### src/rtl/online_to_binary.sv
// Online (MSD-first signed-digit) to two's-complement converter using Q/QM on-the-fly conversion.
// Optional macro OTB_DIGIT_CHECK_EN adds a sticky o_digit_error flag for the out-of-set digit -r.
//
// state     | meaning
// S_IDLE    | waiting for i_start; digits ignored
// S_CONVERT | accepting digits, Q/QM updated per valid digit
// S_DONE    | o_result just loaded, o_result_valid high for this cycle
module online_to_binary #(
  parameter  int RADIX_LOG  = 2,
  parameter  int NUM_DIGITS = 4,
  localparam int radix_bits = RADIX_LOG + 1,
  localparam int W          = NUM_DIGITS * RADIX_LOG + 1,
  localparam int CW         = $clog2(NUM_DIGITS + 1)
) (
  input  logic                  i_clk,
  input  logic                  i_reset,
  input  logic                  i_start,
  input  logic                  i_digit_valid,
  input  logic [radix_bits-1:0] i_digit,
  output logic                  o_busy,
  output logic [W-1:0]          o_result,
  output logic                  o_result_valid,
  output logic [CW-1:0]         o_digit_count
`ifdef OTB_DIGIT_CHECK_EN
  ,
  output logic                  o_digit_error
`endif
);

  typedef enum logic [1:0] {
    S_IDLE    = 2'd0,
    S_CONVERT = 2'd1,
    S_DONE    = 2'd2
  } state_t;

  state_t r_state;
  state_t w_state_next;

  logic [W-1:0]         r_q;
  logic [W-1:0]         r_qm;
  logic [W-1:0]         r_result;
  logic [CW-1:0]        r_digit_count;

  logic                 w_accept;
  logic                 w_last;
  logic                 w_neg;
  logic                 w_pos;
  logic [RADIX_LOG-1:0] w_dlo;
  logic [RADIX_LOG-1:0] w_dm1;
  logic [W-1:0]         w_q_base;
  logic [W-1:0]         w_qm_base;
  logic [W-1:0]         w_q_next;
  logic [W-1:0]         w_qm_next;

  assign w_accept = (r_state == S_CONVERT) && i_digit_valid && !i_start;
  assign w_last   = w_accept && (r_digit_count == CW'(NUM_DIGITS - 1));

  // Low RADIX_LOG bits of d, r+d, d-1 and r-1+d reduce to d or d-1 modulo r.
  assign w_neg     = i_digit[radix_bits-1];
  assign w_dlo     = i_digit[RADIX_LOG-1:0];
  assign w_pos     = !w_neg && (|w_dlo);
  assign w_dm1     = w_dlo - RADIX_LOG'(1);
  assign w_q_base  = w_neg ? r_qm : r_q;
  assign w_qm_base = w_pos ? r_q  : r_qm;
  assign w_q_next  = (w_q_base  << RADIX_LOG) | W'(w_dlo);
  assign w_qm_next = (w_qm_base << RADIX_LOG) | W'(w_dm1);

  always_ff @(posedge i_clk) begin
    if (i_reset) begin
      r_state <= S_IDLE;
    end else begin
      r_state <= w_state_next;
    end
  end

  always_comb begin
    w_state_next = r_state;
    case (r_state)
      S_IDLE: begin
        if (i_start) w_state_next = S_CONVERT;
      end
      S_CONVERT: begin
        if (i_start)     w_state_next = S_CONVERT;
        else if (w_last) w_state_next = S_DONE;
      end
      S_DONE: begin
        w_state_next = i_start ? S_CONVERT : S_IDLE;
      end
      default: w_state_next = S_IDLE;
    endcase
  end

  always_comb begin
    o_busy         = (r_state == S_CONVERT);
    o_result_valid = (r_state == S_DONE);
  end

  always_ff @(posedge i_clk) begin
    if (i_reset) begin
      r_q           <= '0;
      r_qm          <= '1;
      r_result      <= '0;
      r_digit_count <= '0;
    end else if (i_start) begin
      r_q           <= '0;
      r_qm          <= '1;
      r_digit_count <= '0;
    end else if (w_accept) begin
      r_q           <= w_q_next;
      r_qm          <= w_qm_next;
      r_digit_count <= r_digit_count + CW'(1);
      if (w_last) r_result <= w_q_next;
    end
  end

  assign o_result      = r_result;
  assign o_digit_count = r_digit_count;

`ifdef OTB_DIGIT_CHECK_EN
  logic r_digit_error;

  always_ff @(posedge i_clk) begin
    if (i_reset || i_start) begin
      r_digit_error <= 1'b0;
    end else if (w_accept && w_neg && (w_dlo == '0)) begin
      r_digit_error <= 1'b1;
    end
  end

  assign o_digit_error = r_digit_error;
`else
  // No illegal-digit tracking in this build.
`endif

endmodule

### config.mk
export PLATFORM = sky130hd
export DESIGN_NAME = online_to_binary
export DESIGN_NICKNAME = d
export VERILOG_FILES = /design/src/rtl/online_to_binary.sv
export SDC_FILE = /design/constraint.sdc
export NUM_CORES = 1
export LEC_CHECK = 0
export CORE_ASPECT_RATIO = 0.8
export CORE_UTILIZATION = 24
export CTS_CLUSTER_SIZE = 25
export DETAILED_ROUTE_END_ITERATION = 6
export GPL_ROUTABILITY_DRIVEN = 0
export MAX_ROUTING_LAYER = met4
export PLACE_DENSITY = 0.53
export SLEW_MARGIN = 20
export SYNTH_ARGS = -nofsm -noshare
export SYNTH_HDL_FRONTEND = slang
export SYNTH_SLANG_ARGS = --single-unit
### constraint.sdc
create_clock -name i_clk -period 1.4 [get_ports i_clk]
set_clock_uncertainty 0.1 [all_clocks]
set_input_delay 0.21 -clock i_clk [delete_from_list [all_inputs] [get_ports i_clk]]
set_output_delay 0.21 -clock i_clk [all_outputs]
set_load 0.02 [all_outputs]
==> flow_summary.rst <==
.. list-table::
   :header-rows: 1

   * - Metric
     - Value
   * - Final number of max-transition violations
     - 0
   * - Tightest Hold Check Type
     - input port to flop
   * - Sequential area share after synthesis
     - between 40 and 50%
   * - Flip-flop and latch area
     - 570.5 um^2
   * - Die W
     - approximately 83 um
   * - Final design utilization
     - a little over a third
   * - Detailed-route wire length
     - 2906 um
   * - TritonCTS sink count
     - 28
   * - Net count reported at finish
     - between 150 and 200
   * - Number of fillers in the final layout
     - 497
   * - DRC viols
     - 0
   * - Worst endpoint data arrival time
     - 1050 ps
   * - Largest buffer count on any clock path
     - 2
   * - Slew at the pin closest to its max-slew limit
     - about 280 ps
   * - Unique masters post-synth
     - 26
   * - Routed wire per std cell
     - 12.69 um
   * - Top Family by Delay on Critical Path
     - flip-flops
   * - Vias/cell
     - 4.572
   * - Flops & latches, synth
     - 28
   * - Die footprint
     - 0.005534 mm^2
   * - Post-CTS setup-driven buffer insertion count
     - 0
   * - Most instantiated library cell after synthesis
     - sky130_fd_sc_hd__dfxtp_1
   * - Number of hold buffers added after CTS
     - 0
   * - Number of enable-type register cells in the synthesized netlist
     - 0
   * - Category of the most critical setup path
     - flop to primary output
   * - Clock transition at the registers of the reported paths
     - approximately 100 ps
   * - Clock root buffer
     - sky130_fd_sc_hd__clkbuf_8
   * - First-iteration detailed-routing DRC count
     - 51
   * - Maximum VDD drop
     - around 380 uV
   * - Maximum number of pins on one net before global-route repair
     - 20
   * - Data required, critical path
     - 1090 ps
   * - Number of antenna violations at the first check in global routing
     - 0
   * - Latest clock arrival within the worst-skew pair
     - 280 ps
   * - Footprint of the multi-input gates
     - 654.4 um^2
   * - Hold violation count in the final report
     - 0
   * - Top post-synthesis cells by area
     - sky130_fd_sc_hd__dfxtp_1 (45%), sky130_fd_sc_hd__mux2i_1 (9.6%), sky130_fd_sc_hd__a211oi_2 (8.0%)
   * - Fraction of synthesis flops using an asynchronous set or reset pin
     - 0%
   * - Count of boundary I/O pins
     - 21
   * - Most used standard cells in the synthesized netlist
     - sky130_fd_sc_hd__dfxtp_1 (28), sky130_fd_sc_hd__a21oi_1 (12), sky130_fd_sc_hd__mux2i_1 (12)
   * - Synth Cell Area
     - 0.001257 mm^2
   * - Period utilisation layout
     - 97.28%
   * - Post-Place Setup Slack
     - -326.8 ps
   * - Number of buffers and inverters on the critical path
     - 1
   * - Total GRT Usage
     - 11.50%
   * - Sort of element at the end of the critical path
     - primary output
   * - Layout-stage area growth over the synthesis result
     - 41.99%
   * - Syn Area/Cell
     - approximately 10 um^2
   * - Cell Rows
     - 23
   * - Number of detailed-routing iterations run before antenna repair
     - 4
   * - Proportion of layout cells with a drive suffix above 1
     - 34.13%
   * - Fraction of post-synthesis cell area in the top cell type by area
     - 44.58%
   * - Result of the run
     - finished clean
   * - Biggest fanout along the worst timing path
     - 5
   * - Static Leak
     - 0.7208 nW
   * - Initial Utilization
     - 24.97%
   * - Core area
     - 0.005036 mm^2
   * - Final setup violating endpoints
     - 0
   * - Total via count in the routed design
     - 1,047
   * - Clock period minus final worst setup slack
     - around 1400 ps
   * - RSZ-0062 raised after global routing
     - no
   * - Number of levels in the clock H-tree
     - 1
   * - Worst reg2reg setup slack
     - between 100 and 150 ps
   * - Library cell with the largest summed area after synthesis
     - sky130_fd_sc_hd__dfxtp_1
   * - Number of nets in the synthesized netlist
     - 138
   * - Num CTS Buffers
     - 3
   * - PwrDens
     - 893.0 mW/mm^2
   * - Max-Cap Viols
     - 0
   * - Port Buffer Count
     - 20
   * - Primary flip-flop cell chosen by synthesis mapping
     - sky130_fd_sc_hd__dfxtp_1
   * - Worst slew margin
     - 81.07%
   * - Estimated wirelength of the detail-placed design
     - 2224 um
   * - Setup WS post-layout
     - 38.07 ps
   * - Die Y
     - 66.74 um
   * - Total grt overflow
     - 0
   * - DRT antenna net count
     - 0
   * - CTS tree
     - built
   * - Wire length of the first global-routing pass
     - 4885 um
   * - Slowest library cell on the worst path
     - sky130_fd_sc_hd__dfxtp_2
   * - Yosys synthesis warning count
     - 0
   * - Fmax
     - 734.3 MHz
   * - Critical Path, Cell by Cell
     - nor2b_1 > clkdlybuf4s15_2
   * - Number of global-route vias before repair
     - 983
   * - Stage delay of the slowest cell on the critical path
     - 370 ps
   * - Mapped Cells
     - 128
   * - Antenna diode count
     - 0
   * - Category of the worst setup path launch point
     - flop
## worst min-delay path: cells and delay by family
family	cells	cell delay [ps]
simple gates	1	90
compound gates	1	70
buf+inv	2	160
## area by class of cell
| cell class | instances | area share (%) |
|---|---|---|
| flip-flops and latches | 28 | 31.96 |
| well taps | 62 | 4.345 |
| repair buffers | 44 | 22.49 |
| multi-input cells | 87 | 36.65 |
| inverters | 4 | 0.8409 |
| clock buffers | 4 | 3.714 |
## sequential cells by signal (all words and copies together) (netlist names)
| signal | cells |
|---|---|
| r_qm | 7 |
| o_digit_count | 3 |
| r_state | 2 |
| r_q | 7 |
| o_result | 9 |
## placed cells by master, fill, tap and decap left out, types with 5 or more instances in the layout
cell type	instances
sky130_fd_sc_hd__nand2_1	9
sky130_fd_sc_hd__nor2_1	10
sky130_fd_sc_hd__a21oi_1	12
sky130_fd_sc_hd__buf_4	21
sky130_fd_sc_hd__a211oi_2	8
sky130_fd_sc_hd__a21oi_2	6
sky130_fd_sc_hd__dfxtp_1	24
sky130_fd_sc_hd__a211oi_1	5
sky130_fd_sc_hd__mux2i_1	11
sky130_fd_sc_hd__nor3_1	6
sky130_fd_sc_hd__dlygate4sd2_1	12
## kinds of logic after synthesis
group,count (synthesis),share of synthesized area (%)
flip-flops,28,44.58
AO/OA/AOI/OAI,36,22.09
multiplexers,12,9.553
XOR/XNOR,1,0.6966
AND/OR/NAND/NOR,35,14.13
adder cells (fa/ha/maj),3,2.985
buffers and inverters,13,5.969
## power by group
| part | internal [W] | total, W | switching, W |
|---|---|---|---|
| sequential | 0.000804 | 0.000813 | 0.00000896 |
| clock | 0.000312 | 0.000582 | 0.000271 |
| combinational | 0.000101 | 0.000199 | 0.0000982 |
## metal layers
metal | vias up | track usage, % | routed length, um
li1 | 531 | - | -
met1 | 501 | 15.64 | 1529
met2 | 13 | 18.03 | 1299
met3 | 2 | 1.487 | 57
met4 | 0 | 3.233 | 19
met5 | - | - | 0
## through the flow
| stage | cell area [um^2] | total power, W | TNS, ps | hold slack [ps] | std cells |
|---|---|---|---|---|---|
| final | 1785 | 0.001594 | 0 | 194.1 | 229 |
| after global routing | 1785 | 0.001649 | 0 | 211.4 | 229 |
| after CTS | 1750 | 0.001596 | -0.4995 | 264.2 | 229 |
| after detailed placement | 1688 | 0.001027 | -7462 | 364.5 | 225 |
| after global placement | 1688 | 0.001022 | -6527 | 362.1 | 225 |
| after floorplan | 1271 | 0.0009294 | 0 | 218.6 | 128 |
## worst paths after layout
kind / from / end / depth (start not counted)
worst max-delay path: r_state[1] / o_result_valid / 2
worst max register to register: o_digit_count[0] / r_state[0] / 5
worst min-delay path: i_digit[0] / r_qm[0] / 4
worst min register to register: r_q[1] / r_q[1] / 2
## timing repair
item                       4_1_cts  5_1_grt
gates resized for setup         23        9
pin swaps                        0        5
setup endpoints to repair       21       15
Note: power is estimated with default switching activity, not from simulation.
